==> src/rtl/main_control_unit.sv <==
// -----------------------------------------------------------------------------
// main_control_unit
//   Multicycle main controller. It steps each instruction through fetch,
//   decode, execute, memory and writeback, and drives every datapath enable,
//   including the 2-bit ALUcontrol code (00 add, 01 sub, 10 use funct).
//   Memory handshakes go through mem_ready.
//
//   Optional feature: define MAIN_CTRL_ADDI_EN to decode OP_ADDI through
//   ADDIEX/ADDIWB. When it is undefined, OP_ADDI is treated as an illegal
//   opcode.
//
// Ports
//   clk, rst_n    rising-edge clock, asynchronous active-low reset
//   opcode        IR[31:26], stable from DECODE onward
//   mem_ready     memory finished this cycle (read data valid / write taken)
//   PCWrite, PCWriteCond, PCSource, IorD, MemRead, MemWrite, IRWrite,
//   MemtoReg, RegDst, RegWrite, ALUSrcA, ALUSrcB, ALUcontrol
//                 datapath controls, decoded from the current state
//   illegal_op    one-cycle pulse when DECODE sees an unknown opcode
//   instr_done    one-cycle pulse in the final state of each instruction
//   state         current state code (debug)
// -----------------------------------------------------------------------------
module main_control_unit #(
    parameter logic [5:0] OP_RTYPE = 6'b000000,
    parameter logic [5:0] OP_LW    = 6'b100011,
    parameter logic [5:0] OP_SW    = 6'b101011,
    parameter logic [5:0] OP_BEQ   = 6'b000100,
    parameter logic [5:0] OP_J     = 6'b000010,
    parameter logic [5:0] OP_ADDI  = 6'b001000
) (
    input  logic       clk,
    input  logic       rst_n,
    input  logic [5:0] opcode,
    input  logic       mem_ready,
    output logic       PCWrite,
    output logic       PCWriteCond,
    output logic [1:0] PCSource,
    output logic       IorD,
    output logic       MemRead,
    output logic       MemWrite,
    output logic       IRWrite,
    output logic       MemtoReg,
    output logic       RegDst,
    output logic       RegWrite,
    output logic       ALUSrcA,
    output logic [1:0] ALUSrcB,
    output logic [1:0] ALUcontrol,
    output logic       illegal_op,
    output logic       instr_done,
    output logic [3:0] state
);

    typedef enum logic [3:0] {
        S_IDLE   = 4'd0,
        S_FETCH  = 4'd1,
        S_DECODE = 4'd2,
        S_MEMADR = 4'd3,
        S_MEMRD  = 4'd4,
        S_MEMWB  = 4'd5,
        S_MEMWR  = 4'd6,
        S_EXEC   = 4'd7,
        S_RWB    = 4'd8,
        S_BRANCH = 4'd9,
        S_JUMP   = 4'd10,
        S_ADDIEX = 4'd11,
        S_ADDIWB = 4'd12
    } state_t;

    state_t cur;

    // Opcodes that DECODE knows how to dispatch. Everything else raises
    // illegal_op and sends the controller back to FETCH.
    logic legal;
    always_comb begin
        legal = 1'b0;
        case (opcode)
            OP_RTYPE, OP_LW, OP_SW, OP_BEQ, OP_J: legal = 1'b1;
`ifdef MAIN_CTRL_ADDI_EN
            OP_ADDI:                              legal = 1'b1;
`endif
            default:                              legal = 1'b0;
        endcase
    end

    // Next-state sequencing.
    always_ff @(posedge clk or negedge rst_n) begin
        if (!rst_n) begin
            cur <= S_IDLE;
        end else begin
            case (cur)
                S_IDLE:   cur <= S_FETCH;
                S_FETCH:  if (mem_ready) cur <= S_DECODE;
                S_DECODE: begin
                    case (opcode)
                        OP_LW, OP_SW: cur <= S_MEMADR;
                        OP_RTYPE:     cur <= S_EXEC;
                        OP_BEQ:       cur <= S_BRANCH;
                        OP_J:         cur <= S_JUMP;
`ifdef MAIN_CTRL_ADDI_EN
                        OP_ADDI:      cur <= S_ADDIEX;
`else
                        OP_ADDI:      cur <= S_FETCH;  // illegal in this build
`endif
                        default:      cur <= S_FETCH;
                    endcase
                end
                // MEMADR is only reached by LW or SW, so anything not LW is a store.
                S_MEMADR: cur <= (opcode == OP_LW) ? S_MEMRD : S_MEMWR;
                S_MEMRD:  if (mem_ready) cur <= S_MEMWB;
                S_MEMWB:  cur <= S_FETCH;
                S_MEMWR:  if (mem_ready) cur <= S_FETCH;
                S_EXEC:   cur <= S_RWB;
                S_RWB:    cur <= S_FETCH;
                S_BRANCH: cur <= S_FETCH;
                S_JUMP:   cur <= S_FETCH;
`ifdef MAIN_CTRL_ADDI_EN
                S_ADDIEX: cur <= S_ADDIWB;
                S_ADDIWB: cur <= S_FETCH;
`endif
                default:  cur <= S_IDLE;   // unused codes recover to IDLE
            endcase
        end
    end

    // Output decode. The outputs follow the current state, plus the
    // mem_ready handshake in FETCH and MEMWR, so an asynchronous reset
    // drives them all to zero at once.
    always_comb begin
        PCWrite     = 1'b0;
        PCWriteCond = 1'b0;
        PCSource    = 2'b00;
        IorD        = 1'b0;
        MemRead     = 1'b0;
        MemWrite    = 1'b0;
        IRWrite     = 1'b0;
        MemtoReg    = 1'b0;
        RegDst      = 1'b0;
        RegWrite    = 1'b0;
        ALUSrcA     = 1'b0;
        ALUSrcB     = 2'b00;
        ALUcontrol  = 2'b00;
        illegal_op  = 1'b0;
        instr_done  = 1'b0;
        case (cur)
            S_FETCH: begin
                MemRead = 1'b1;
                ALUSrcB = 2'b01;
                // PC+4 and IR load commit only in the cycle the read returns.
                PCWrite = mem_ready;
                IRWrite = mem_ready;
            end
            S_DECODE: begin
                ALUSrcB    = 2'b11;   // branch target precompute
                illegal_op = ~legal;
            end
            S_MEMADR: begin
                ALUSrcA = 1'b1;
                ALUSrcB = 2'b10;
            end
            S_MEMRD: begin
                MemRead = 1'b1;
                IorD    = 1'b1;
            end
            S_MEMWB: begin
                RegWrite   = 1'b1;
                MemtoReg   = 1'b1;
                instr_done = 1'b1;
            end
            S_MEMWR: begin
                MemWrite   = 1'b1;
                IorD       = 1'b1;
                instr_done = mem_ready;  // store completes when accepted
            end
            S_EXEC: begin
                ALUSrcA    = 1'b1;
                ALUcontrol = 2'b10;
            end
            S_RWB: begin
                RegDst     = 1'b1;
                RegWrite   = 1'b1;
                instr_done = 1'b1;
            end
            S_BRANCH: begin
                ALUSrcA     = 1'b1;
                ALUcontrol  = 2'b01;
                PCWriteCond = 1'b1;
                PCSource    = 2'b01;
                instr_done  = 1'b1;
            end
            S_JUMP: begin
                PCWrite    = 1'b1;
                PCSource   = 2'b10;
                instr_done = 1'b1;
            end
`ifdef MAIN_CTRL_ADDI_EN
            S_ADDIEX: begin
                ALUSrcA = 1'b1;
                ALUSrcB = 2'b10;
            end
            S_ADDIWB: begin
                RegWrite   = 1'b1;    // RegDst=0 (rt), MemtoReg=0 (ALUOut)
                instr_done = 1'b1;
            end
`endif
            default: ;
        endcase
    end

    assign state = cur;

endmodule
==> config.mk <==
export PLATFORM = sky130hd
export DESIGN_NAME = main_control_unit
export DESIGN_NICKNAME = d
export VERILOG_FILES = /design/src/rtl/main_control_unit.sv
export SDC_FILE = /design/constraint.sdc
export NUM_CORES = 1
export LEC_CHECK = 0
export ABC_AREA = 1
export CAP_MARGIN = 5
export CORE_AREA = 2 2 39 41
export DETAILED_ROUTE_END_ITERATION = 8
export DIE_AREA = 0 0 41 43
export HOLD_SLACK_MARGIN = 0.03
export PLACE_DENSITY = 0.79
export SYNTH_ARGS = -nofsm -noshare
export SYNTH_HDL_FRONTEND = slang
export SYNTH_SLANG_ARGS = --single-unit
==> constraint.sdc <==
create_clock -name clk -period 1.95 [get_ports clk]
set_input_delay 0.39 -clock clk [delete_from_list [all_inputs] [get_ports clk]]
set_output_delay 0.39 -clock clk [all_outputs]
set_load 0.03 [all_outputs]
---- After elaboration in Yosys (flattened, before gate mapping) ----
Index checks and enable logic that the tools add are counted.
cells by class
  eq/ne operators ......................... 17
  multiplexer cells ....................... 22
  bitwise operators ....................... 1
  reductions and logical operators ........ 11
operators with widths
  kind                  number
  $pmux W4 S7           1
  $eq A4 B3 Y1 const B  4
  $pmux W4 S4           1
  $eq A4 B4 Y1 const B  3
  $eq A6 B6 Y1 const B  2
  $mux W4               3
  $mux W1               11
  $reduce_or A5 Y1      2
  $eq A4 B2 Y1 const B  2
  $pmux W2 S2           2
  $reduce_or A2 Y1      4
  $eq A6 B2 Y1 const B  1
  $eq A6 B3 Y1 const B  1
  $logic_not A6 Y1      1
  $ne A2 B2 Y1 const B  3
  $pmux W2 S3           1
  $eq A4 B1 Y1 const B  1
  $logic_not A4 Y1      1
  $pmux W1 S2           2
  $reduce_or A4 Y1      1
  $reduce_and A3 Y1     1
  $reduce_or A3 Y1      1
  $mux W2               1
  $not A1 Y1            1
storage, ports and cells
  bits in registers ....................... 4
  bits of input ports ..................... 9

---- Logic depth before layout (Yosys ltp) ----
  depth in word-level cells ............... 5
  depth in mapped cells ................... 8
  mapped depth without buffers ............ 8

---- Least setup slack after synthesis ----
No wires, ideal clock.
  kind .................................... reg-to-output
  start point ............................. register cur[2] (netlist: state[2])
  end point ............................... output port RegWrite
  arrival ................................. 1677 ps
  data required time ...................... 1560 ps
  setup slack ............................. -117 ps
  cell stages (with the launch flop) ...... 5
  buffers on the path ..................... 0
  cells stage by stage .................... dfrtp_1 nand2_1 nor2_1 inv_1 o21ai_0
on the way
  cells in the longest elaborated chain, start to end .. 3
  elaborated cells between the ends (all ways) .. 4
  classes of those cells .................. eq/ne: 2; mux: 1; reduce/logical: 1
RTL lines
  element                                       RTL line  RTL
  start: declaration                            69        state_t cur;
  start signal: assignment                      108       S_MEMADR: cur <= (opcode == OP_LW) ? S_MEMRD : S_MEMWR;
  $eq A4 B4 Y1 or $eq A4 B3 Y1 (tied branches)  144       case (cur)
  $reduce_or A2 Y1 (no source line) (*)         n/a
  $mux W1 (*)                                   144
  end: declaration                              44        output logic RegWrite,
Mark *: on every way between the ends. The rest lies on a longest branch, timed or not.

---- Final worst setup path ----
  start point ............................. register cur[0] (netlist: state[0])
  end point ............................... output port instr_done
on the way
  cells in the longest elaborated chain, start to end .. 3
  elaborated cells between the ends (all ways) .. 7
  classes of those cells .................. eq/ne: 5; mux: 1; reduce/logical: 1
RTL lines
  element                                       RTL line  RTL
  $eq A4 B4 Y1 or $eq A4 B3 Y1 (tied branches)  144
  $reduce_or A4 Y1 (no source line)             n/a
  $pmux W1 S2 (*)                               144
  end: declaration                              49        output logic instr_done,
Marks and branches as above.

==> results_dict.tcl <==
set metrics [dict create \
    drt-total-wl_mm 1.35 \
    synthCells 88 \
    required_ns 1.56 \
    die_y_um 43 \
    grt_pass1_wl_mm 2.19 \
    design_area_um2 796 \
    finalCritPeriodShare 0.963 \
    ctsHoldBuffers 0 \
    cp_max_fo 6 \
    yosysWarnings 0 \
    internal-power_uw 497 \
    max_stage_delay_ns 0.44 \
    final_common_cell "nand2_1" \
    clock.fmax_ghz 0.532 \
    power_mw 1.19 \
    cts-root-buf "clkbuf_4" \
    fp.dieArea_um2 1760 \
    multi_input_area_um2 308 \
    grtUsageMet2 0.319 \
    start_kind "register" \
    largest_register_ffs 4 \
    clk_latency_ns 0.24 \
    setup_viol_count_final 0 \
    crit_chain "inv_1, nand2_1, nor2_2, buf_4, nand2_1, o211ai_1, buf_4" \
    grt_pass1_vias 569 \
    place_area_um2 796 \
    worst_pin_slew_ns 0.310 \
    firstDrtPassIters 2 \
    use_met3 0.0524 \
    crit_arrival_ns 1.49 \
    switching_share 0.581 \
    powerDensity_nw_per_um2 1490 \
    peakVddDrop_uv 560 \
    fillCellCount 148 \
    grtUsageMet1 0.182 \
    worstSetupEndpointType "output pin" \
    core_area_um2 1380 \
    areaGrowthSynthToFinish_pct 70.1 \
    core.rowCount 14 \
    grt_busiest_layer "met2" \
    antenna_found_initial 0 \
    vias_per_cell 4.73 \
    cts_tree "built" \
    drc 0 \
    port_buffers 30 \
    worstSetupPathType "register to output pin" \
    slew_viol_final 0 \
    cts_made_buffers 3 \
    grt_max_degree 8 \
    power_frac_seq 0.138 \
    regArea_um2 103 \
    wire_per_inst_um 9.73 \
    drt_iter0_markers 5 \
    syn_nets 97 \
    ioPinCount 31 \
    seq_area_frac_synth 0.214 \
    syn_avg_cell_area_um2 5.32 \
    maxSlewHeadroom 0.792 \
    die_w_um 41 \
    clock_sinks 4 \
    outcome "finished clean" \
    synth.cell_area_um2 468 \
    synth_cell_types 16 \
    power.switching_uw 689 \
    gp_congestion 0.768 \
    synth-seq-cells 4 \
    combPwrFrac 0.774 \
    drive_above_1_share 0.244 \
    n_antenna_cell 0 \
    dr_total_vias 658 \
    h-tree-depth 1 \
    gr-usage-all-layers 0.181 \
    rsz0062_at_grt "yes" \
    cts.reportedPaths.clkPinSlew_ns 0.04 \
    max_cap_violations 0 \
    critPathSlowestCell "dfrtp_2" \
    initial_core_util 0.338 \
    clock_skew_ns 0.000202 \
    ant_nets 0 \
    overflow 0 \
    post-route-min-period_ns 1.88 \
    hold_viol 0 \
    clk_path_buf_depth 2 \
    final_cell_mix "nand2_1 (26), nor2_1 (17), inv_1 (13)" \
    dp_hpwl_mm 1.14 \
    power_frac_clock 0.088 \
    power.static_leakage_nw 0.446 \
    finalNetCount 134 \
    hold_class "input pin to asynchronous set/reset pin" \
]
[stage by stage]
| stage | TNS (ns) | hold WS (ns) | cells | worst slack (ns) | utilization |
|---|---|---|---|---|---|
| 6_report | 0 | 0.350 | 139 | 0.0714 | 0.575 |
| 5_1_grt | -0.0188 | 0.359 | 139 | -0.0186 | 0.575 |
| 4_1_cts | 0 | 0.349 | 139 | 0.0178 | 0.580 |
| 3_5_place_dp | -0.0148 | 0.591 | 136 | -0.0148 | 0.575 |
| 3_3_place_gp | 0 | 0.583 | 136 | 0.00600 | 0.575 |
| 2_1_floorplan | 0 | 0.0944 | 88 | 0.00666 | - |
[cells by family (layout without fill, tap and decap cells)]
group	Yosys count	count (layout)	synth area share
AOI/OAI and AO/OA	10	10	0.131
buffers and inverters	18	53	0.160
DFF	4	4	0.214
and+or+nand+nor	56	56	0.495
[critical path: cells and delay by family, from the launching register on]
family          cells  cell delay [ns]
compound gates      1             0.08
buf+inv             3             0.39
flops               1             0.44
simple gates        3             0.33
[metal layers]
layer / wire (um) / vias to the layer above
met5: 0 / -
met4: 14 / 0
met3: 95 / 3
met2: 682 / 28
met1: 561 / 283
li1: - / 344
[synth_stat cells]
master	instances	area share
nand2_1	26	0.21
nor2_1	19	0.15
inv_1	13	0.10
nand3_1	5	0.053
dfrtp_1	4	0.21
inv_2	3	0.024
nor2_2	3	0.040
a21oi_1	2	0.021
buf_4	2	0.032
nand2_2	2	0.027
o211ai_1	2	0.032
o21ai_0	2	0.021
o22ai_1	2	0.027
nand4_1	1	0.013
o21ai_1	1	0.011
o21ai_2	1	0.019
[area by class of cell]
class                           instances  area share
Tap cell                               16      0.0252
Inverter                               16      0.0755
Clock buffer                            3      0.0283
Timing Repair Buffer                   34       0.355
Sequential cell                         4       0.129
Multi-Input combinational cell         66       0.387
[what timing repair did]
item	4_1_cts	5_1_grt
setup endpoints to repair	13	9
resized for setup	13	15
buffers inserted	0	0
[power groups by stage]
stage | Combinational [mW] | Sequential, mW | Clock (mW)
after global routing | 0.997 | 0.170 | 0.113
after CTS | 0.903 | 0.158 | 0.107
after detailed placement | 0.943 | 0.159 | 0
after global placement | 0.933 | 0.158 | 0
final | 0.918 | 0.164 | 0.105
after floorplan | 0.540 | 0.210 | 0
[final timing paths]
path	startpoint	endpoint	slack, ns	cells past startpoint
setup / recovery	state[0]$_DFFE_PN0P_	instr_done	0.07	7
hold / removal	rst_n	state[3]$_DFFE_PN0P_	0.35	1
setup reg to reg	state[0]$_DFFE_PN0P_	state[1]$_DFFE_PN0P_	0.74	7
hold reg to reg	state[2]$_DFFE_PN0P_	state[2]$_DFFE_PN0P_	0.57	2
max in group asynchronous	rst_n	state[0]$_DFFE_PN0P_	1.43	1
min in group clk	state[2]$_DFFE_PN0P_	state[2]$_DFFE_PN0P_	0.57	2
Power figures use the tool's default switching activity.
==> RTL edit 1, RTL diff (same flow settings) <==
Reset style: synchronous (`rst_n`), changed in one clocked block. Comments in the files are not updated.
--- a/src/rtl/main_control_unit.sv
+++ b/src/rtl/main_control_unit.sv
@@ -83,7 +83,7 @@
     end
 
     // Next-state sequencing.
-    always_ff @(posedge clk or negedge rst_n) begin
+    always_ff @(posedge clk) begin
         if (!rst_n) begin
             cur <= S_IDLE;
         end else begin
Function: differs if rst_n is asserted again (counterexample within 4 cycles, from zero or initial values and one cycle with rst_n low); with rst_n held inactive, the same outputs for 10 cycles.
==> RTL edit 1 against the original RTL <==
Wire length up 12%. Sequential cell count unchanged. Die area stayed put. Synthesized area shrank 5.6%. Via count down 0.76%. Maximum frequency is 0.13% higher. Cell area up 2.4%. Count of clock-buffer cells in the layout stayed put. Setup slack gained 0.0025 ns. Total power fell by 41%. Combinational power fell by 48%. Largest power group unchanged. Register-to-register slack got worse by 0.09 ns. Critical path type is now input port to output port.
==> RTL edit 1: results (changes against the original RTL) <==
stage,metric,value,unit,change
worst_setup_path,worst reg2reg endpoint,state[2],,
routing,WL/cell,11.3,microns,+16%
yosys,"top cells by area, synth","dfxtp_1 18%, nor2_1 17%, nand2_1 12%",,
power_and_ir_drop,VDD IR max,0.497,mV,-11%
global_route,vias in the first global route,574,,+0.88%
worst_setup_path,Slowest cell on crit path,clkdlybuf4s50_1,,
outcome,status,"complete, no violations",,
placement,post-place instance area,785,sq um,-1.4%
yosys,Yosys cell types,19,,+3
placement,global placer's final weighted congestion,0.816,,+6.2%
worst_setup_path,Crit. Startpoint,opcode[3],,
placement,HPWL Detailed,1.22,mm,+7.2%
worst_setup_path,"reg-to-reg slack, setup",0.65,ns,-0.09 ns
routing,DRT Pass-1 Iters,4,,+2
worst_setup_path,CP Max Fanout,3,,-3
yosys,commonest cells in the netlist,"20 x nor2_1, 14 x nand2_1, 10 x inv_1",,
worst_setup_path,Crit path max-delay family,buffers and inverters,,
sta,Max-slew headroom,79.3,%,+0.086 points
worst_setup_path,worst reg2reg path depth,6,,-1
power_and_ir_drop,Leak Pwr,0.438,nW,-1.6%
placement,pre-CTS setup slack,-0.169,ns,-0.154 ns
worst_setup_path,Arrival @ worst endpoint,1.49,ns,about the same
yosys,Synth Net Count,90,,-7.2%
yosys,async set or reset register ratio after synthesis,0,%,-100 points
finish,NumNets Final,129,,-3.7%
routing,Via density,4.87,,+2.9%
placement,IO buf count,30,,unchanged
hold_path,Hold Path Class,register to register,,
worst_setup_path,Critical Path Max Stage Delay,0.42,ns,-0.02 ns
-- RTL edit 1: changes by cell type after synthesis, moves of 2 or more --
cell      change
o22ai_1       +2
dfxtp_1       +4
dfrtp_1       -4
inv_1         -3
a21oi_1       +2
nand2_1      -12
o211ai_1      -2
o21ai_0       +2
nand2_2       +2
nand3_1       -2
-- RTL edit 1: how the worst max path moves through the flow --
stage | depth (start not counted) | slack (ns) | end
2_1_floorplan | 4 | 0.1 | PCWrite
3_3_place_gp | 3 | -0.15 | instr_done
3_5_place_dp | 3 | -0.17 | instr_done
4_1_cts | 3 | 0.03 | instr_done
5_1_grt | 5 | -0.06 | PCWriteCond
6_report | 6 | 0.07 | illegal_op
-- RTL edit 1: kinds of logic after synthesis --
logic type / count (synthesis) / synth area share, %
compound gates: 15 / 20.1
buf+inv: 15 / 14.4
flops: 4 / 18.1
simple gates: 47 / 47.3
-- RTL edit 1: through the flow --
| stage | instances | util [%] | hold slack [ns] |
|---|---|---|---|
| CTS | 133 | 57.1 | 0.659 |
| detailed placement | 130 | 56.7 | 0.651 |
| global route | 134 | 58.9 | 0.711 |
| floorplan | 81 | - | 0.552 |
| global placement | 130 | 56.7 | 0.641 |
| finish | 134 | 58.9 | 0.649 |
-- RTL edit 1: cell type report --
type	count	area, sq um
Sequential cell	4	81.3
Timing Repair Buffer	36	314
Inverter	13	48.8
Tap cell	16	20.0
Clock buffer	3	22.5
Multi-Input combinational cell	62	328
Fill cell	139	569
-- RTL edit 1: worst min-delay path, stage by stage, from the launching register on --
cell and delay, ns:
dfxtp_1 0.33, inv_1 0.10, or2_0 0.11, a21oi_1 0.05
-- RTL edit 1: repair_timing --
item / in CTS / in global routing
pin swaps: 0 / 1
gates resized for setup: 13 / 19
endpoints found under the setup margin: 13 / 9
setup buffers: 0 / 1
gates cloned: 0 / 0
-- RTL edit 1: where the power goes --
group          switching [mW]  total (mW)  internal [mW]
clock network          0.0334       0.102         0.0688
logic                   0.290       0.474          0.184
registers              0.0211       0.119         0.0979
-- RTL edit 1: per-layer routing --
metal / part of all wire [%] / vias to the layer above / GRT usage, %
met4: 0.99 / 0 / 4.67
li1: - / 333 / -
met2: 51 / 34 / 31.3
met5: 0 / - / 0
met3: 8.3 / 2 / 5.76
met1: 39 / 284 / 21.9
==> RTL edit 2, RTL diff (config.mk and constraints unchanged) <==
Without the edit above. Build with the macro `MAIN_CTRL_ADDI_EN` defined.
--- a/src/rtl/main_control_unit.sv
+++ b/src/rtl/main_control_unit.sv
@@ -20,6 +20,8 @@
 //   instr_done    one-cycle pulse in the final state of each instruction
 //   state         current state code (debug)
 // -----------------------------------------------------------------------------
+`define MAIN_CTRL_ADDI_EN
+
 module main_control_unit #(
     parameter logic [5:0] OP_RTYPE = 6'b000000,
     parameter logic [5:0] OP_LW    = 6'b100011,
Check against the original RTL: not equivalent (a bounded check fails within 4 cycles, from zero or initial values and one cycle with rst_n low).
==> RTL edit 2 against the original RTL <==
Via count increased by 7.8%. Synthesized cell count increased by 4.5%. Cell area rose by 20%. Count of clock-buffer cells in the layout is the same. Sequential cell count is the same. Die area stayed put. Critical path depth is 5 lower. Wire length rose by 18%. Setup slack improved by 0.0059 ns. Synthesized area is 9.9% higher. Critical path type unchanged. Total power is 20% higher.
==> RTL edit 2: results (changes against the original RTL) <==
stage,metric,value,unit,change
power_and_ir_drop,VDD IR max,0.945,mV,+69%
power_and_ir_drop,Power Clock,97.2,uW,-7%
yosys,post-synthesis sequential area ratio,19.5,%,-1.9 points
placement,pre-CTS setup slack,0.0200,ns,+0.0347 ns
routing,WL met1,699,microns,+25%
worst_setup_path,Slowest cell on crit path,clkdlybuf4s50_1,,
global_route,vias in the first global route,622,,+9.3%
placement,post-place instance area,857,sq um,+7.7%
yosys,Synth Area in Compound Gates,11.7,%,-1.4 points
power_and_ir_drop,Switch Pwr,787,uW,+14%
placement,HPWL Detailed,1.27,mm,+11%
yosys,commonest cells in the netlist,"22 x nand2_1, 15 x nor2_1, 14 x inv_1",,
power_and_ir_drop,switching portion of total power,55.3,%,-2.8 points
sta,WHS,0.357,ns,+0.00709 ns
routing,vias,709,,+7.8%
routing,Detailed Route WL,1.60,mm,+18%
power_and_ir_drop,Logic pwr share,81.8,%,+4.4 points
worst_setup_path,Critical Path Max Stage Delay,0.66,ns,+0.22 ns
yosys,synthesized instance count,92,,+4.5%
worst_setup_path,CP Max Fanout,7,,+1
worst_setup_path,"reg-to-reg slack, setup",0.59,ns,-0.15 ns
sta,Worst Clk Skew,0.00270,ns,+0.00250 ns
placement,DP Cell Count,142,,+4.4%
routing,met2 wire len,855,microns,+25%
global_route,first-pass GRT wire length,2.47,mm,+13%
worst_setup_path,worst reg2reg path depth,8,,+1
yosys,Yosys cell types,19,,+3
global_route,largest net degree at the start of global routing,8,,unchanged
outcome,status,"complete, no violations",,
routing,DRT Pass-1 Iters,4,,+2
worst_setup_path,Crit path max-delay family,buffers and inverters,,
yosys,"top cells by area, synth","dfrtp_1 19%, nand2_1 16%, nor2_1 11%",,
routing,initial drt markers,14,,+9
global_route,All-Layer GR Usage,20.3,%,+2.2 points
routing,Max Used Layer,met4,,
routing,Routed met3 length,33,microns,-65%
sta,Max-slew headroom,78.9,%,-0.38 points
placement,global placer's final weighted congestion,0.870,,+13%
finish,layout cells sized above 1,36.0,%,+12 points
worst_setup_path,worst reg2reg endpoint,state[0],,
-- RTL edit 2: final cells by class --
| type | count | area (sq um) |
|---|---|---|
| fill | 121 | 430 |
| timing repair buffer | 44 | 388 |
| multi-input combinational | 65 | 347 |
| sequential | 4 | 101 |
| inverter | 20 | 75.1 |
| clock buffer | 3 | 22.5 |
| tap | 16 | 20.0 |
-- RTL edit 2: what timing repair did --
item | 4_1_cts | 5_1_grt
pin swaps | 0 | 6
resized for setup | 12 | 9
endpoints found under the setup margin | 10 | 2
buffers inserted | 2 | 5
-- RTL edit 2: how the worst max path moves through the flow --
stage                     depth (start not counted)    endpoint  slack [ns]
after floorplan                                   6     PCWrite       -0.05
after global placement                            6  illegal_op        0.04
after detailed placement                          6  illegal_op        0.02
after CTS                                         7  illegal_op      0.0004
after global routing                              5      RegDst       0.002
final                                             2    state[0]        0.08
-- RTL edit 2: per-layer routing --
metal,vias up,GRT usage (%)
li1,371,-
met1,327,25.6
met2,9,31.9
met3,2,3.14
met4,0,10.0
met5,-,0
